**src/rtl/mole_scheduler.sv**
```systemverilog
// mole_scheduler: whack-a-mole lamp scheduler.
//   An LFSR picks which hole lights up, each mole stays lit for a programmable
//   number of cycles, and player hits are judged as hit_ok / hit_wrong / miss.
//   Each judgement is a registered one-cycle pulse.
//
// Optional feature (macro MOLE_NO_REPEAT_EN): two consecutive moles never use
//   the same hole. The first mole after IDLE is exempt. Requires NUM_MOLES >= 2.
//
// Ports:
//   clock      system clock
//   reset_n    asynchronous active-low reset
//   game       1 = running, 0 = return to IDLE, clear lamps/pulses, reseed
//   seed       LFSR seed, loaded while idle (0 is replaced by 1)
//   speed      mole on-time in cycles, sampled at mole start (0 acts as 1)
//   hit        one-cycle button pulses, bit i = hole i
//   mole       one-hot lit hole, 0 when none is lit
//   mole_idx   index of the current or most recent mole
//   hit_ok     pulse: lit hole was hit
//   hit_wrong  pulse: another hole was hit while a mole was lit
//   miss       pulse: mole timed out without being hit
//   busy       scheduler is not idle
module mole_scheduler #(
  parameter int unsigned           NUM_MOLES  = 3,
  parameter int unsigned           LFSR_W     = 8,
  parameter logic [LFSR_W-1:0]     LFSR_TAPS  = 8'hB8,
  parameter int unsigned           SPEED_W    = 28,
  parameter int unsigned           GAP_CYCLES = 2,
  localparam int unsigned          IDX_W      = (NUM_MOLES > 1) ? $clog2(NUM_MOLES) : 1
) (
  input  logic                 clock,
  input  logic                 reset_n,
  input  logic                 game,
  input  logic [LFSR_W-1:0]    seed,
  input  logic [SPEED_W-1:0]   speed,
  input  logic [NUM_MOLES-1:0] hit,
  output logic [NUM_MOLES-1:0] mole,
  output logic [IDX_W-1:0]     mole_idx,
  output logic                 hit_ok,
  output logic                 hit_wrong,
  output logic                 miss,
  output logic                 busy
);

  localparam int unsigned GAP_W = (GAP_CYCLES > 1) ? $clog2(GAP_CYCLES) : 1;
  localparam logic [GAP_W-1:0] GAP_INIT = GAP_W'(GAP_CYCLES - 1);

  typedef enum logic [1:0] {
    IDLE = 2'd0,
    GAP  = 2'd1,
    SHOW = 2'd2
  } state_t;

  state_t                 state_q, state_d;
  logic [LFSR_W-1:0]      lfsr_q, lfsr_d;
  logic [GAP_W-1:0]       gap_q, gap_d;
  logic [SPEED_W-1:0]     show_q, show_d;
  logic [NUM_MOLES-1:0]   mole_q, mole_d;
  logic [IDX_W-1:0]       idx_q, idx_d;
  logic                   ok_q, ok_d;
  logic                   wrong_q, wrong_d;
  logic                   miss_q, miss_d;
  logic                   busy_q, busy_d;
`ifdef MOLE_NO_REPEAT_EN
  logic                   first_q, first_d;
`endif

  logic [LFSR_W-1:0]      lfsr_step;
  logic [LFSR_W-1:0]      seed_val;
  logic [IDX_W-1:0]       cand;
  logic                   cand_ok;
  logic [SPEED_W-1:0]     speed_m1;

  // Datapath helpers: next LFSR value, sanitised seed/speed, candidate hole
  always_comb begin
    lfsr_step = {lfsr_q[LFSR_W-2:0], ^(lfsr_q & LFSR_TAPS)};
    seed_val  = (seed == '0) ? LFSR_W'(1) : seed;
    speed_m1  = (speed == '0) ? '0 : speed - SPEED_W'(1);
    cand      = lfsr_q[IDX_W-1:0];
`ifdef MOLE_NO_REPEAT_EN
    cand_ok   = (32'(cand) < NUM_MOLES) && (first_q || (cand != idx_q));
`else
    cand_ok   = (32'(cand) < NUM_MOLES);
`endif
  end

  // Next-state and registered-output logic
  always_comb begin
    state_d = state_q;
    lfsr_d  = lfsr_q;
    gap_d   = gap_q;
    show_d  = show_q;
    mole_d  = mole_q;
    idx_d   = idx_q;
    ok_d    = 1'b0;
    wrong_d = 1'b0;
    miss_d  = 1'b0;
`ifdef MOLE_NO_REPEAT_EN
    first_d = first_q;
`endif

    case (state_q)
      IDLE: begin
        lfsr_d = seed_val;
`ifdef MOLE_NO_REPEAT_EN
        first_d = 1'b1;
`endif
        if (game) begin
          state_d = GAP;
          gap_d   = GAP_INIT;
        end
      end

      GAP: begin
        lfsr_d = lfsr_step;
        if (gap_q != '0) begin
          gap_d = gap_q - GAP_W'(1);
        end else if (cand_ok) begin
          // Rejected candidates simply wait for the next LFSR step
          state_d = SHOW;
          idx_d   = cand;
          mole_d  = NUM_MOLES'(1) << cand;
          show_d  = speed_m1;
`ifdef MOLE_NO_REPEAT_EN
          first_d = 1'b0;
`endif
        end
      end

      SHOW: begin
        lfsr_d = lfsr_step;
        // Correct hole wins over both a wrong bit and a simultaneous timeout
        if ((hit & mole_q) != '0) begin
          ok_d    = 1'b1;
          state_d = GAP;
          mole_d  = '0;
          gap_d   = GAP_INIT;
        end else if (hit != '0) begin
          wrong_d = 1'b1;
        end else if (show_q == '0) begin
          miss_d  = 1'b1;
          state_d = GAP;
          mole_d  = '0;
          gap_d   = GAP_INIT;
        end else begin
          show_d = show_q - SPEED_W'(1);
        end
      end

      default: begin
        state_d = IDLE;
        mole_d  = '0;
      end
    endcase

    // Stopping the game overrides every other decision
    if (!game) begin
      state_d = IDLE;
      lfsr_d  = seed_val;
      mole_d  = '0;
      ok_d    = 1'b0;
      wrong_d = 1'b0;
      miss_d  = 1'b0;
`ifdef MOLE_NO_REPEAT_EN
      first_d = 1'b1;
`endif
    end

    busy_d = (state_d != IDLE);
  end

  // State and output registers
  always_ff @(posedge clock or negedge reset_n) begin
    if (!reset_n) begin
      state_q <= IDLE;
      lfsr_q  <= LFSR_W'(1);
      gap_q   <= '0;
      show_q  <= '0;
      mole_q  <= '0;
      idx_q   <= '0;
      ok_q    <= 1'b0;
      wrong_q <= 1'b0;
      miss_q  <= 1'b0;
      busy_q  <= 1'b0;
`ifdef MOLE_NO_REPEAT_EN
      first_q <= 1'b1;
`endif
    end else begin
      state_q <= state_d;
      lfsr_q  <= lfsr_d;
      gap_q   <= gap_d;
      show_q  <= show_d;
      mole_q  <= mole_d;
      idx_q   <= idx_d;
      ok_q    <= ok_d;
      wrong_q <= wrong_d;
      miss_q  <= miss_d;
      busy_q  <= busy_d;
`ifdef MOLE_NO_REPEAT_EN
      first_q <= first_d;
`endif
    end
  end

  assign mole      = mole_q;
  assign mole_idx  = idx_q;
  assign hit_ok    = ok_q;
  assign hit_wrong = wrong_q;
  assign miss      = miss_q;
  assign busy      = busy_q;

endmodule
```
**config.mk**
```make
export PLATFORM = sky130hd
export DESIGN_NAME = mole_scheduler
export DESIGN_NICKNAME = d
export VERILOG_FILES = /design/src/rtl/mole_scheduler.sv
export SDC_FILE = /design/constraint.sdc
export NUM_CORES = 1
export LEC_CHECK = 0
export ABC_AREA = 0
export BUFFER_PORTS_ARGS = -buffer_cell sky130_fd_sc_hd__buf_2
export CORE_UTILIZATION = 35
export DETAILED_ROUTE_END_ITERATION = 10
export GPL_TIMING_DRIVEN = 0
export PLACE_DENSITY = 0.5
export SLEW_MARGIN = 40
export SYNTH_ARGS = -nofsm -noshare
export SYNTH_HDL_FRONTEND = slang
export SYNTH_SLANG_ARGS = --single-unit
```
**constraint.sdc**
```tcl
create_clock -name clock -period 3.3 [get_ports clock]
set_clock_uncertainty 0.05 [all_clocks]
set_input_delay 0.165 -clock clock [delete_from_list [all_inputs] [get_ports clock]]
set_output_delay 0.165 -clock clock [all_outputs]
set_load 0.01 [all_outputs]
```
==> metrics.md <==
| Metric | Value |
|---|---|
| Post-synthesis cell area | 3490 µm² |
| Largest family of logic cells by synthesized area | simple AND/OR/NAND/NOR gates |
| Filler instances | 1,063 |
| Syn avg cell area | 8.37 µm² |
| Final cell count without fillers | 609 |
| Slowest stage cell, crit path | dfrtp_1 |
| Grt ovf | 0 |
| Compound-cell area share of the yosys netlist | 23.0% |
| Largest cells by area after synthesis | dfrtp_1, nor2_1, o21ai_0 |
| Commonest non-fill, non-tap cell in the layout | buf_2 |
| Clock buffer count from CTS | 5 |
| Vias per cell | 5.55 |
| Overall Power | 2.48 mW |
| Residual DRC count | 0 |
| # port buffers | 50 |
| Core Region | 9730 µm² |
| Post-synth EDFFs | 0 |
| Pre-CTS setup slack | 0.388 ns |
| GRT Util Overall | 20.9% |
| Die ar. | 10,400 µm² |
| Initial antenna violation count | 0 |
| Total Wirelength | 10,300 µm |
| Hold buffers post-CTS | 1 |
| Vias in the first global route | 3,209 |
| Inst Count DP | 600 |
| Post-synth ARST share | 100% |
| Final Hold Vio Count | 0 |
| CP peak stage delay | 0.44 ns |
| Fmax | 347 MHz |
| Area grow syn2layout | 15.4% |
| Critical path launch point type | flip-flop |
| RSZ-0062 raised after global routing | no |
| Final Max Tran Viols | 0 |
| Synth area leader | dfrtp_1 |
| Xor-xnor portion of the synthesized cell area | 6.78% |
| Later-pin clock latency in the skew report | 0.31 ns |
| Worst hold slack | 0.0222 ns |
| Longest Clk Path Bufs | 2 |
| Finished Core Util | 41.4% |
| Post-Syn Instances | 417 |
| CTS root buffer | clkbuf_8 |
| Setup CP Type | reg2reg |
| Most used DFF post-synth | dfrtp_1 |
| CP arrival | 3.03 ns |
| Worst-path clk slew | 0.09 ns |
| Post CTS Setup Buffer Count | 0 |
| Quantity of gates resized following cts | 0 |
| CTS H-tree lvls | 2 |
| HPWL Detailed | 7920 µm |
| Worst setup margin | 0.417 ns |
| I/O Pins | 51 |
| Maximum vdd drop | 0.000269 V |
| FP Rows | 36 |
| Setup_tns | 0 ns |
| Die height | 102 µm |
| CTS tree | yes |
| Maximum number of pins on one net before global-route repair | 49 |
| Yosys top cell area share | 33.7% |
| #FFs+latches synth | 48 |
| Adder-Cell Fraction of Synth Area | 3.23% |
| Least-Margin Pin Slew | 0.675 ns |
| Placed Area | 3910 µm² |
| Fin crit share | 87.4% |
| Crit-path max FO | 9 |
| Share of post-route cells with drive strength above 1 | 16.8% |
| Initial DRC count | 164 |
| PwrDens | 616 nW/µm² |
| RePlAce Congestion | 0.854 |
| Drt pass-1 iters | 5 |
| Outcome | completed |
| N_diodes | 0 |
| Leak | 1.62 nW |
| Hold Path Class | in2reg |
| Crit path time final | 2.88 ns |
| Most frequent cells in the layout | buf_2, dfrtp_1, nor2_1 |
| Nets | 526 |
| Clock Sink Count | 48 |
| Syn_nets | 468 |
| Simple-gate share of the synthesized area | 27.2% |
| Final ANT Viol Nets | 0 |
| Avg WL per Cell | 16.8 µm |
| Required time of the critical path | 3.45 ns |
| Post-synthesis mux area share | 1.54% |
| Critical-path cell list | inv_1 -> ha_1 -> buf_2 -> clkinv_1 -> a211oi_1 -> o22a_1 -> buf_2 -> nor2_4 -> o31a_1 -> or3_1 |
| Max cap viols | 0 |
| Synthesis Warnings | 0 |
| Slew margin rel. | 55.0% |
| Netlist cell types | 63 |
| Crit path top cell by count | buf_2 |
| Starting Density | 35.9% |
| Design Area, Final | 4030 µm² |
| Via count | 3,382 |
| Post-synthesis sequential area ratio | 34.5% |
| Setup violations, final | 0 |
| Crit. End Element | flip-flop |
| First-pass GRT wire length | 16,600 µm |
| Die Width | 102 µm |
==> layout make-up <==
class / instances / area, µm² / share of cell area (%)
plain buffers: 15 / 72.6 / 1.80
clock inverters: 2 / 35.0 / 0.870
inverters: 16 / 60.1 / 1.49
multi-input cells: 338 / 2150 / 53.5
flip-flops and latches: 48 / 1200 / 29.9
clock buffers: 6 / 72.6 / 1.80
well taps: 133 / 166 / 4.13
repair buffers: 51 / 263 / 6.53
==> per-layer routing <==
metal	up-vias	wire length [µm]	GRT usage (%)	part of all wire (%)
li1	1675	-	-	-
met1	1589	4820	27.2	47
met2	108	4860	35.7	47
met3	10	454	3.49	4.4
met4	0	128	6.37	1.2
met5	-	0	0	0
==> report_power, final <==
part           internal [mW]  switching (mW)
Sequential             0.803           0.237
Combinational          0.406           0.597
Clock                  0.225           0.212
Total                   1.43            1.05
==> state kept, by name, summed over array words and instances, names as in the netlist <==
register and flops:
miss 1, gap_q 1, busy 1, show_q 28, state_q 2, hit_ok 1
hit_wrong 1, lfsr_q 8, mole_idx 2, mole 3
==> kinds of logic (layout without fill, tap and decap cells) <==
kind of cell | count (synthesis) | in the layout
AND/OR/NAND/NOR | 178 | 178
AO/OA/AOI/OAI | 119 | 119
buffers and inverters | 31 | 90
XOR/XNOR | 27 | 27
flip-flops | 48 | 48
adder cells (fa/ha/maj) | 9 | 9
multiplexers | 5 | 5
==> worst paths after layout <==
| kind | from | end | slack (ns) | depth (start not counted) |
|---|---|---|---|---|
| worst max-delay path | state_q[0]$_DFF_PN0_ | show_q[17]$_DFFE_PN0P_ | 0.42 | 10 |
| worst max register to register | state_q[0]$_DFF_PN0_ | show_q[17]$_DFFE_PN0P_ | 0.42 | 10 |
| worst min-delay path | seed[7] | lfsr_q[7]$_DFFE_PN0P_ | 0.02 | 3 |
| worst min register to register | mole_idx[1]$_DFFE_PN0P_ | mole_idx[1]$_DFFE_PN0P_ | 0.46 | 1 |
| min in group asynchronous | reset_n | show_q[4]$_DFFE_PN0P_ | 0.38 | 2 |
| max in group asynchronous | reset_n | show_q[22]$_DFFE_PN0P_ | 2.38 | 2 |
==> cell usage after synthesis (all sizes together) (5+ instances only) <==
master  number
nor4        20
xor2        12
or3          9
buf          8
or4          5
nand3       12
nand2       39
clkbuf       7
inv         15
dfrtp       47
nor3        21
nor2        45
a22oi       15
a21oi       20
o21ai       39
o221ai       6
nand4        5
xnor2       15
ha           9
==> critical path, delay by kind of cell, from the launching register on <==
kind,cells,cell delay [ns]
AND/OR/NAND/NOR,2,0.48
adder cells (fa/ha/maj),1,0.14
flip-flops,1,0.44
AO/OA/AOI/OAI,3,0.81
buffers and inverters,4,0.86
(Power assumes the default switching activity.)
